[src/rtl/mem_arbiter.sv]
// mem_arbiter: shares the single pipelined main memory between the I-cache
// fill FSM, the D-cache fill FSM and the D-cache write-through path.
// A grant covers one whole transaction: one block fill or one word write.
// Fill reads are issued back-to-back; returns are counted, not timed.
//
// Optional build macro: MEM_ARB_ROUND_ROBIN_EN
//   defined   -> an I/D fill tie goes to the fill requester not served last
//   undefined -> fixed D-over-I priority
// The write-through path is always highest priority.
//
// state   | meaning
// --------+---------------------------------------------------------------
// S_IDLE  | no transaction; arbitrate among pending requests
// S_WRITE | single-cycle word write to memory, w_ack pulses
// S_FILL  | block fill: issue WORDS_PER_BLOCK reads, route returns to owner

module mem_arbiter #(
    parameter int WORDS_PER_BLOCK = 8,
    parameter int MEM_LATENCY     = 4
) (
    input  logic        clk,
    input  logic        rst,

    input  logic        i_req,
    input  logic [15:0] i_addr,
    output logic        i_grant,
    output logic        i_data_valid,
    output logic        i_done,

    input  logic        d_req,
    input  logic [15:0] d_addr,
    output logic        d_grant,
    output logic        d_data_valid,
    output logic        d_done,

    input  logic        w_req,
    input  logic [15:0] w_addr,
    input  logic [15:0] w_data,
    output logic        w_ack,

    output logic [15:0] fill_data,
    output logic [15:0] fill_word_addr,

    output logic        mem_en,
    output logic        mem_wr,
    output logic [15:0] mem_addr,
    output logic [15:0] mem_wdata,
    input  logic [15:0] mem_rdata,
    input  logic        mem_rdata_valid
);

    // Counters need one extra bit so they can hold WORDS_PER_BLOCK itself.
    localparam int CW = $clog2(WORDS_PER_BLOCK) + 1;
    // Blocks are WORDS_PER_BLOCK 16-bit words of byte-addressed memory.
    localparam int                BASE_LSB  = $clog2(WORDS_PER_BLOCK) + 1;
    localparam logic [15:0]       BASE_MASK = 16'hFFFF << BASE_LSB;
    localparam logic [CW-1:0]     CNT_FULL  = CW'(WORDS_PER_BLOCK);
    localparam logic [CW-1:0]     CNT_LAST  = CW'(WORDS_PER_BLOCK - 1);

    // MEM_LATENCY is documentation only: returns are counted, never timed.
    // An illegal parameter set elaborates this empty marker block.
    if (WORDS_PER_BLOCK < 2 || (WORDS_PER_BLOCK & (WORDS_PER_BLOCK - 1)) != 0 ||
        MEM_LATENCY < 1) begin : g_bad_params
    end

    typedef enum logic [1:0] {
        S_IDLE  = 2'd0,
        S_WRITE = 2'd1,
        S_FILL  = 2'd2
    } state_t;

    // Owner / last-fill encoding: 0 = I-cache, 1 = D-cache
    localparam logic OWN_I = 1'b0;
    localparam logic OWN_D = 1'b1;

    state_t          r_state;
    state_t          w_next_state;
    logic [CW-1:0]   r_issue_cnt;
    logic [CW-1:0]   r_ret_cnt;
    logic            r_owner;
    logic [15:0]     r_base;
    logic [15:0]     r_waddr;
    logic [15:0]     r_wdata;
    logic            w_pick_d;
    logic            w_issue_more;
    logic            w_fill_last;

`ifdef MEM_ARB_ROUND_ROBIN_EN
    logic            r_last_fill;

    // Fill arbitration: on an I/D tie, the one not served last wins.
    always_comb begin
        w_pick_d = d_req && (!i_req || (r_last_fill == OWN_I));
    end
`else
    // Fill arbitration: fixed D-over-I priority.
    always_comb begin
        w_pick_d = d_req;
    end
`endif

    assign w_issue_more = (r_issue_cnt < CNT_FULL);
    assign w_fill_last  = mem_rdata_valid && (r_ret_cnt == CNT_LAST);
    assign fill_data    = mem_rdata;

    // State register.
    always_ff @(posedge clk) begin
        if (rst) begin
            r_state <= S_IDLE;
        end else begin
            r_state <= w_next_state;
        end
    end

    // Transaction datapath: latched request, fill base/owner, issue and return counters.
    always_ff @(posedge clk) begin
        if (rst) begin
            r_issue_cnt <= '0;
            r_ret_cnt   <= '0;
            r_owner     <= OWN_I;
            r_base      <= '0;
            r_waddr     <= '0;
            r_wdata     <= '0;
`ifdef MEM_ARB_ROUND_ROBIN_EN
            r_last_fill <= OWN_I;
`endif
        end else begin
            case (r_state)
                S_IDLE: begin
                    if (w_req) begin
                        r_waddr <= w_addr;
                        r_wdata <= w_data;
                    end else if (d_req || i_req) begin
                        r_owner     <= w_pick_d ? OWN_D : OWN_I;
                        r_base      <= (w_pick_d ? d_addr : i_addr) & BASE_MASK;
                        r_issue_cnt <= '0;
                        r_ret_cnt   <= '0;
`ifdef MEM_ARB_ROUND_ROBIN_EN
                        r_last_fill <= w_pick_d ? OWN_D : OWN_I;
`endif
                    end
                end
                S_FILL: begin
                    if (w_issue_more) begin
                        r_issue_cnt <= r_issue_cnt + CW'(1);
                    end
                    if (mem_rdata_valid) begin
                        r_ret_cnt <= r_ret_cnt + CW'(1);
                    end
                end
                default: begin
                end
            endcase
        end
    end

    // Next-state and output decode; every output idles at 0.
    always_comb begin
        w_next_state   = r_state;
        i_grant        = 1'b0;
        d_grant        = 1'b0;
        i_data_valid   = 1'b0;
        d_data_valid   = 1'b0;
        i_done         = 1'b0;
        d_done         = 1'b0;
        w_ack          = 1'b0;
        mem_en         = 1'b0;
        mem_wr         = 1'b0;
        mem_addr       = '0;
        mem_wdata      = '0;
        fill_word_addr = '0;

        case (r_state)
            S_IDLE: begin
                if (w_req) begin
                    w_next_state = S_WRITE;
                end else if (d_req || i_req) begin
                    w_next_state = S_FILL;
                end
            end
            S_WRITE: begin
                mem_en       = 1'b1;
                mem_wr       = 1'b1;
                mem_addr     = r_waddr;
                mem_wdata    = r_wdata;
                w_ack        = 1'b1;
                w_next_state = S_IDLE;
            end
            S_FILL: begin
                i_grant = (r_owner == OWN_I);
                d_grant = (r_owner == OWN_D);
                if (w_issue_more) begin
                    mem_en   = 1'b1;
                    mem_addr = r_base + 16'({r_issue_cnt, 1'b0});
                end
                if (mem_rdata_valid) begin
                    i_data_valid   = (r_owner == OWN_I);
                    d_data_valid   = (r_owner == OWN_D);
                    fill_word_addr = r_base + 16'({r_ret_cnt, 1'b0});
                end
                if (w_fill_last) begin
                    i_done       = (r_owner == OWN_I);
                    d_done       = (r_owner == OWN_D);
                    w_next_state = S_IDLE;
                end
            end
            default: begin
                w_next_state = S_IDLE;
            end
        endcase
    end

endmodule

[config.mk]
export PLATFORM = sky130hd
export DESIGN_NAME = mem_arbiter
export DESIGN_NICKNAME = d
export VERILOG_FILES = /design/src/rtl/mem_arbiter.sv
export SDC_FILE = /design/constraint.sdc
export NUM_CORES = 1
export LEC_CHECK = 0
export BUFFER_PORTS_ARGS = -buffer_cell sky130_fd_sc_hd__clkbuf_2
export CAP_MARGIN = 5
export CORE_MARGIN = 2
export CORE_UTILIZATION = 47
export CTS_BUF_LIST = sky130_fd_sc_hd__clkbuf_8
export CTS_CLUSTER_SIZE = 16
export DETAILED_ROUTE_END_ITERATION = 10
export GPL_TIMING_DRIVEN = 0
export MAX_ROUTING_LAYER = met4
export PLACE_DENSITY = 0.95
export REMOVE_ABC_BUFFERS = 1
export SLEW_MARGIN = 20
export SYNTH_ARGS = -nofsm -noshare
export SYNTH_HDL_FRONTEND = slang
export SYNTH_SLANG_ARGS = --single-unit
[constraint.sdc]
create_clock -name clk -period 2.55 [get_ports clk]
set_input_delay 0.6375 -clock clk [delete_from_list [all_inputs] [get_ports clk]]
set_output_delay 0.6375 -clock clk [all_outputs]
set_load 0.02 [all_outputs]
## Word-level counts from Yosys, hierarchy flattened

Index checks and enable logic that the tools add are counted.

- Bits in registers: 55

- Mux-type cells: 30
- Magnitude comparators: 1
- Bitwise operators: 2
- $add $sub $neg: 4
- Reduce and logical (&&, ||, !) cells: 9
- Eq/ne operators: 9

Operators with widths:

| cell | number |
|---|---|
| 2-to-1 mux 16 bit | 5 |
| adder 16 x 5 -> 16 bit | 2 |
| case mux 16 bit (2 select lines) | 1 |
| 2-to-1 mux 4 bit | 4 |
| case mux 4 bit (2 select lines) | 2 |
| 2-to-1 mux 1 bit | 13 |
| != test 2 bit, second input constant | 5 |
| adder 4 x 1 -> 4 bit, second input constant | 2 |
| AND reduction 4 bit | 2 |
| 2-to-1 mux 2 bit | 3 |
| equality test 4 x 3 -> 1 bit, second input constant | 1 |
| < comparator 4 bit, second input constant | 1 |
| case mux 2 bit (2 select lines) | 1 |
| AND reduction 2 bit | 2 |
| != test 3 bit, second input constant | 1 |
| AND reduction 3 bit | 1 |
| equality test 2 x 1 -> 1 bit, second input constant | 1 |
| equality test 2 bit, second input constant | 1 |
| logical NOT 2 bit | 1 |
| NOT 1 bit | 2 |
| case mux 1 bit (2 select lines) | 1 |
| nonzero test 2 bit | 1 |
| logical AND 1 bit | 1 |
| logical OR 1 bit | 1 |

## Depth between registers and ports, before layout

Gate-level depths: netlist (run 1).

- Depth in word-level cells: 4
- Gate-level depth with buffers: 7
- Depth with buffers taken out: 6

## Least setup slack after synthesis (run 1)

OpenSTA, ideal clock, no wires.

- Path type: reg2out
- Start: register r_state[1]
- End: output mem_addr[10]
- Slack: 241 ps
- Buffers on the path: 2
- Data arrival time: 1671 ps
- Data required time: 1913 ps
- Stages on the path, launching flop included: 7
- Cell sequence: dfxtp_1 > inv_1 > ha_1 > clkbuf_1 > clkbuf_1 > a22oi_1 > nor2b_1

- Word-level cells in the longest chain between the ends: 2
- Elaborated cells between the ends (all ways): 3
- Those cells by class: 2 x eq/ne; 1 x mux

RTL lines:

| item | RTL line | source |
|---|---|---|
| start: declaration | 76 | `state_t r_state;` |
| start signal: assignment | 111 | `r_state <= w_next_state;` |
| equality test 2 bit / equality test 2 x 1 -> 1 bit (equally long branches) | 173 | `case (r_state)` |
| case mux 16 bit (2 select lines) (*) | 173 |  |
| end: declaration | 46 | `output logic [15:0] mem_addr,` |

Mark *: on every way between the ends. The rest lies on a longest branch, timed or not.

## Final worst setup path (run 1)

- Start: register r_base[7]
- End: output mem_addr[14]

- Word-level cells in the longest chain between the ends: 3

RTL lines:

| item | RTL line | source |
|---|---|---|
| start: declaration | 81 | `logic [15:0] r_base;` |
| start signal: assignment | 135 | `r_base <= (w_pick_d ? d_addr : i_addr) & BASE_MASK;` |
| adder 16 x 5 -> 16 bit | 194 | `mem_addr = r_base + 16'({r_issue_cnt, 1'b0});` |
| 2-to-1 mux 16 bit | 192 | `if (w_issue_more) begin` |
| case mux 16 bit (2 select lines) | 173 |  |

Every way passes these cells.

==> flow_metrics.py, run 1 <==
metrics = {
    "clock_network": {
        "cts.hold.buffers_added": 0,
        "htreeDepth": 2,
        "clk_latency_ns": 0.31,
        "path_clk_slew_ns": 0.10,
        "cts_root_buffer": "clkbuf_8",
        "clkSinkCount": 55,
        "cts_buffers": 5,
        "tritoncts": "done",
        "clk_path_buf_depth": 2,
    },
    "sta": {
        "maxSlewHeadroom_pct": 27.5,
        "finalHoldViolCount": 0,
        "min_period_ns": 2.40,
        "timing.hold.ws_ns": 0.454,
        "fin_setup_tns_ns": 0,
        "tightest_slew_ns": 1.08,
        "finalSetupViolCount": 0,
        "worst_clock_skew_ns": 0.00530,
        "worst_slack_ns": 0.149,
        "period_share_pct": 94.2,
        "slew_violations": 0,
        "rsz0062_at_grt": "no",
        "max_freq_ghz": 0.416,
    },
    "floorplan": {
        "die_h_um": 84.8,
        "initial_utilization_pct": 48.6,
        "row_count": 29,
        "io-pin-count": 159,
        "core_um2": 6310,
        "dieArea_um2": 7180,
        "die_x_um": 84.8,
    },
    "critical_path": {
        "cp.arrival_ns": 1.76,
        "regToRegStartpoint": "r_state[0]$_SDFFE_PP0P_",
        "rr_worst_depth": 5,
        "r2r_slack_ns": 0.49,
        "critical_path.max_stage_delay_ns": 0.46,
        "cp.required_ns": 1.91,
        "reg2reg_to": "r_wdata[11]$_SDFFE_PP0P_",
        "crit_path_start_kind": "flop",
        "slowest_stage": "dfxtp_1",
        "worst-setup-path-type": "flop to output pin",
        "crit_chain": "and4_2 > nand4_1 > o21ai_0 > and3b_1 > clkbuf_2",
        "critPathMaxFanout": 7,
        "end_kind": "output pin",
    },
    "cells_and_area": {
        "regArea_um2": 1100,
        "diodes": 0,
        "design_area_um2": 3680,
        "multiInputGateArea_um2": 1720,
        "area_growth_pct": 20.0,
        "final_nets": 573,
        "fillers": 589,
        "layout-drive-gt1-share_pct": 28.9,
    },
    "route": {
        "wl_per_cell_um": 14.5,
        "drc": 0,
        "drt_wl_total_um": 8090,
        "vias_per_cell": 5.36,
        "drt_iter0_drc": 115,
        "postRouteAntennaNets": 0,
        "first_pass_iters": 4,
        "vias": 2993,
    },
    "hold_path": {
        "holdPathStages": 2,
        "hold_path.class": "flop to flop",
        "hold_end": "r_wdata[14]$_SDFFE_PP0P_",
        "holdCritStartpoint": "r_wdata[14]$_SDFFE_PP0P_",
    },
    "synth": {
        "yosysTopAreaCellShare_pct": 35.9,
        "yosysMostFrequentCell": "nand2_1",
        "yosys.area.top_type": "dfxtp_1",
        "ys_top_cells_by_area": "dfxtp_1 36%, nand2_1 9.3%, a21oi_1 7.2%",
        "postSynthCellCount": 400,
        "yosys_warnings": 0,
        "synth_ff_type": "dfxtp_1",
        "syn_area_um2": 3070,
        "yosysSeqAreaShare_pct": 35.9,
        "avgSynthCellArea_um2": 7.66,
        "ys_async_sr_fraction_pct": 0,
        "synth-edff-count": 0,
        "yosys-top-cells-count": "76 x nand2_1, 55 x dfxtp_1, 44 x a21oi_1, 29 x nor2_1, 23 x clkbuf_1",
        "yosysUniqueCellTypes": 39,
        "ys_seq_elements": 55,
    },
    "place": {
        "gp_congestion": 0.799,
        "placed_cell_area_um2": 3500,
        "place_hpwl_um": 5940,
        "portBuffers": 117,
        "pre_cts_ws_ns": -0.299,
    },
    "global_routing": {
        "grt-ovfl-total": 0,
        "grt_pass1_vias": 2806,
        "grt_pass1_wl_um": 13000,
        "antenna_found_initial": 0,
        "grt_max_degree": 53,
        "grtUsageTotal_pct": 23.1,
    },
    "power_and_ir_drop": {
        "peakVddDrop_uv": 277,
        "p_int_w": 0.00137,
        "p_clk_share_pct": 26.1,
        "p_sw_w": 0.000628,
        "switching_share_pct": 31.4,
        "pwr-share-comb_pct": 24.4,
        "p_seq_share_pct": 49.4,
        "leakagePower_nw": 1.64,
        "finalPower_w": 0.00200,
        "powerDensity_nw_per_um2": 544,
    },
    "run": {
        "drv_cap": 0,
    },
    "run_status": {
        "status": "complete, no violations",
    },
}
## worst max-delay path by stage
| stage | startpoint | endpoint | slack (ns) |
|---|---|---|---|
| finish | r_base[7]$_SDFFE_PP0P_ | mem_addr[14] | 0.15 |
| global route | r_base[4]$_SDFFE_PP0P_ | fill_word_addr[12] | 0.01 |
| CTS | r_state[0]$_SDFFE_PP0P_ | mem_addr[12] | 0.02 |
| detailed placement | r_state[0]$_SDFFE_PP0P_ | mem_addr[13] | -0.30 |
| global placement | r_state[0]$_SDFFE_PP0P_ | mem_addr[13] | -0.65 |
| floorplan | r_state[0]$_SDFFE_PP0P_ | mem_addr[10] | -0.08 |
## per-layer routing
layer | vias to the layer above | wire [um] | share of wire (%) | global-route usage, %
li1 | 1483 | - | - | -
met1 | 1369 | 3410 | 42 | 27.1
met2 | 130 | 3760 | 46 | 36.1
met3 | 11 | 804 | 9.9 | 9.93
met4 | 0 | 124 | 1.5 | 6.93
met5 | - | 0 | 0 | -
## area by class of cell
type,instances,area share [%]
Timing Repair Buffer,122,17.5
Inverter,5,0.510
Sequential cell,55,30.0
Multi-Input combinational cell,291,46.6
Tap cell,77,2.62
Clock inverter,1,0.102
Clock buffer,7,2.62
## critical path, delay by kind of cell (launching register included)
kind,cells,cell delay [ns]
AO/OA/AOI/OAI,1,0.16
flip-flops,1,0.46
buffers and inverters,1,0.17
AND/OR/NAND/NOR,3,0.66
## cells in the final DEF, fill, tap and decap left out, types with 2 or more instances in the layout
cell type    n
clkbuf_2   117
nand2_1     76
dfxtp_1     53
a21oi_1     44
nor2_1      29
and2_1      19
nor2b_1     18
a22oi_1     15
mux2i_1     13
a211oi_1    13
xor2_1       9
and3_1       8
nand3_1      7
clkbuf_8     7
inv_1        6
o21ai_0      5
nand4_1      4
ha_1         3
buf_4        3
xnor2_1      2
and3b_1      2
or3_1        2
nand3b_1     2
ha_2         2
ha_4         2
dfxtp_2      2
## timing repair
action,CTS,global route
setup endpoints to repair,46,21
pin swaps,0,1
gates resized for setup,6,4
setup buffers,2,2
## flip-flops by register name (all words and copies together) (netlist names)
name / count
r_waddr: 16
r_base: 12
r_wdata: 16
r_issue_cnt: 4
r_state: 2
r_ret_cnt: 4
r_owner: 1
## metrics by stage
stage | instances | util, %
4_1_cts | 556 | 57.9
2_1_floorplan | 351 | -
6_report | 558 | 58.2
5_1_grt | 558 | 58.2
3_3_place_gp | 545 | 55.1
3_5_place_dp | 546 | 55.4
## power by group through the flow
stage	combinational, W	clock (W)	sequential, W
2_1_floorplan	0.000298	0	0.000987
3_3_place_gp	0.000441	0	0.00100
3_5_place_dp	0.000462	0	0.00101
4_1_cts	0.000485	0.000535	0.000988
5_1_grt	0.000547	0.000567	0.00100
6_report	0.000489	0.000523	0.000990
## cell families after synthesis
group           share of synthesized area (%)
compound gates                           17.4
xor+xnor                                 3.14
fa+ha+maj                                2.86
buf+inv                                  9.39
flops                                    35.9
mux                                      4.24
other cells                             0.122
simple gates                             26.9
Note: power is estimated with default switching activity, not from simulation.
==> inputs of run 2 (changes only) <==
--- a/config.mk
+++ b/config.mk
@@ -14,7 +14,7 @@
 export DETAILED_ROUTE_END_ITERATION = 10
 export GPL_TIMING_DRIVEN = 0
 export MAX_ROUTING_LAYER = met4
-export PLACE_DENSITY = 0.95
+export PLACE_DENSITY = 0.8
 export REMOVE_ABC_BUFFERS = 1
 export SLEW_MARGIN = 20
 export SYNTH_ARGS = -nofsm -noshare
==> flow_metrics.py, run 2 (synthesized netlist as in run 1, its figures left out) <==
metrics = {
    "power_and_ir_drop": {
        "p_seq_share_pct": 49.6,
        "powerDensity_nw_per_um2": 545,
        "p_int_w": 0.00137,
        "pwr-share-comb_pct": 24.1,
        "leakagePower_nw": 1.62,
        "p_sw_w": 0.000622,
        "p_clk_share_pct": 26.3,
        "switching_share_pct": 31.3,
        "peakVddDrop_uv": 238,
    },
    "clock_network": {
        "cts.hold.buffers_added": 0,
        "clkSinkCount": 55,
        "tritoncts": "done",
        "htreeDepth": 2,
        "cts_buffers": 5,
        "clk_path_buf_depth": 2,
        "clk_latency_ns": 0.30,
        "cts_root_buffer": "clkbuf_8",
        "path_clk_slew_ns": 0.10,
    },
    "sta": {
        "slew_violations": 0,
        "maxSlewHeadroom_pct": 27.3,
        "period_share_pct": 94.5,
        "finalHoldViolCount": 0,
        "finalSetupViolCount": 0,
        "worst_clock_skew_ns": 0.00710,
        "worst_slack_ns": 0.140,
        "tightest_slew_ns": 1.09,
        "max_freq_ghz": 0.415,
        "min_period_ns": 2.41,
        "rsz0062_at_grt": "no",
    },
    "global_routing": {
        "grt_max_degree": 53,
        "grt-ovfl-total": 0,
        "grtUsageTotal_pct": 21.4,
        "antenna_found_initial": 0,
        "grt_pass1_vias": 2653,
        "grt_pass1_wl_um": 12300,
    },
    "critical_path": {
        "reg2reg_to": "r_base[9]$_SDFFE_PP0P_",
        "regToRegStartpoint": "r_state[1]$_SDFFE_PP0P_",
        "cp.arrival_ns": 1.77,
        "critPathMaxFanout": 7,
        "endpoint": "mem_addr[14]",
        "worst-setup-path-type": "flop to output pin",
        "end_kind": "output pin",
        "r2r_slack_ns": 0.40,
        "cp.required_ns": 1.91,
        "startpoint": "r_base[7]$_SDFFE_PP0P_",
        "rr_worst_depth": 6,
        "crit_path_start_kind": "flop",
    },
    "floorplan": {
        "die_x_um": 84.8,
        "row_count": 29,
        "io-pin-count": 159,
        "dieArea_um2": 7180,
        "initial_utilization_pct": 48.6,
        "core_um2": 6310,
        "die_h_um": 84.8,
    },
    "cells_and_area": {
        "fillers": 591,
        "area_growth_pct": 19.1,
        "final_common_cell": "clkbuf_2",
        "final_cell_mix": "117 x clkbuf_2, 75 x nand2_1, 55 x dfxtp_1",
        "regArea_um2": 1100,
        "reg_top3": "r_waddr (16), r_wdata (16), r_base (12)",
        "design_area_um2": 3650,
        "multiInputGateArea_um2": 1720,
        "diodes": 0,
        "final_nets": 570,
        "layout-drive-gt1-share_pct": 28.5,
    },
    "run_status": {
        "status": "complete, no violations",
    },
    "route": {
        "wl_per_cell_um": 13.9,
        "drt_iter0_drc": 116,
        "drc": 0,
        "first_pass_iters": 4,
        "postRouteAntennaNets": 0,
        "vias": 2914,
        "vias_per_cell": 5.25,
        "drt_wl_total_um": 7700,
    },
    "place": {
        "pre_cts_ws_ns": -0.297,
        "place_hpwl_um": 5390,
        "gp_congestion": 0.810,
        "portBuffers": 117,
        "placed_cell_area_um2": 3480,
    },
    "run": {
        "drv_cap": 0,
    },
    "hold_path": {
        "hold_path.class": "flop to flop",
    },
}
[run 2: power groups by stage]
stage | clock network [W] | logic (W) | registers, W
3_5_place_dp | 0 | 0.000458 | 0.00100
4_1_cts | 0.000542 | 0.000476 | 0.000987
6_report | 0.000524 | 0.000479 | 0.000988
5_1_grt | 0.000576 | 0.000536 | 0.000999
2_1_floorplan | 0 | 0.000298 | 0.000987
3_3_place_gp | 0 | 0.000445 | 0.00100
[run 2: worst min-delay path by stage]
stage                             startpoint                        to  slack [ns]  cells after the start
floorplan            r_wdata[0]$_SDFFE_PP0P_   r_wdata[0]$_SDFFE_PP0P_        0.43                      2
global placement     r_waddr[0]$_SDFFE_PP0P_   r_waddr[0]$_SDFFE_PP0P_        0.44                      2
detailed placement   r_wdata[6]$_SDFFE_PP0P_   r_wdata[6]$_SDFFE_PP0P_        0.44                      2
CTS                  r_wdata[6]$_SDFFE_PP0P_   r_wdata[6]$_SDFFE_PP0P_        0.46                      2
global route        r_wdata[14]$_SDFFE_PP0P_  r_wdata[14]$_SDFFE_PP0P_        0.48                      2
finish              r_wdata[10]$_SDFFE_PP0P_  r_wdata[10]$_SDFFE_PP0P_        0.45                      2
[run 2: stage by stage]
| step | total power [W] | setup TNS [ns] | util [%] | hold WS [ns] | std cells |
|---|---|---|---|---|---|
| 3_5_place_dp | 0.00146 | -4.15 | 55.2 | 0.443 | 545 |
| 5_1_grt | 0.00211 | 0 | 57.8 | 0.478 | 555 |
| 4_1_cts | 0.00201 | 0 | 57.6 | 0.457 | 554 |
| 6_report | 0.00199 | 0 | 57.8 | 0.454 | 555 |
| 2_1_floorplan | 0.00129 | -1.06 | - | 0.426 | 351 |
| 3_3_place_gp | 0.00145 | -10.56 | 55.1 | 0.437 | 545 |
[run 2: repair_timing]
| item | 4_1_cts | 5_1_grt |
|---|---|---|
| pin swaps | 0 | 1 |
| setup endpoints to repair | 46 | 17 |
| buffers inserted | 1 | 1 |
| gates resized for setup | 5 | 2 |
[run 2: cell type report]
class | instances | share of cell area, %
clock buffers | 7 | 2.64
clock inverters | 1 | 0.206
inverters | 5 | 0.514
multi-input cells | 291 | 47.0
flip-flops and latches | 55 | 30.2
well taps | 77 | 2.64
repair buffers | 119 | 16.8
[run 2: critical path: stages (launching register included)]
cell and delay [ns]:
dfxtp_1 0.47, and4_2 0.36, nand4_1 0.14, o21ai_0 0.16
and3b_1 0.17, clkbuf_2 0.17
[run 2: layer usage]
layer / global-route usage (%) / up-vias / routed length, um / share of wire, %
met4: 4.62 / 0 / 57 / 0.74
met3: 8.85 / 6 / 723 / 9.4
li1: - / 1483 / - / -
met5: - / - / 0 / 0
met2: 33.8 / 125 / 3470 / 45
met1: 25.8 / 1300 / 3440 / 45
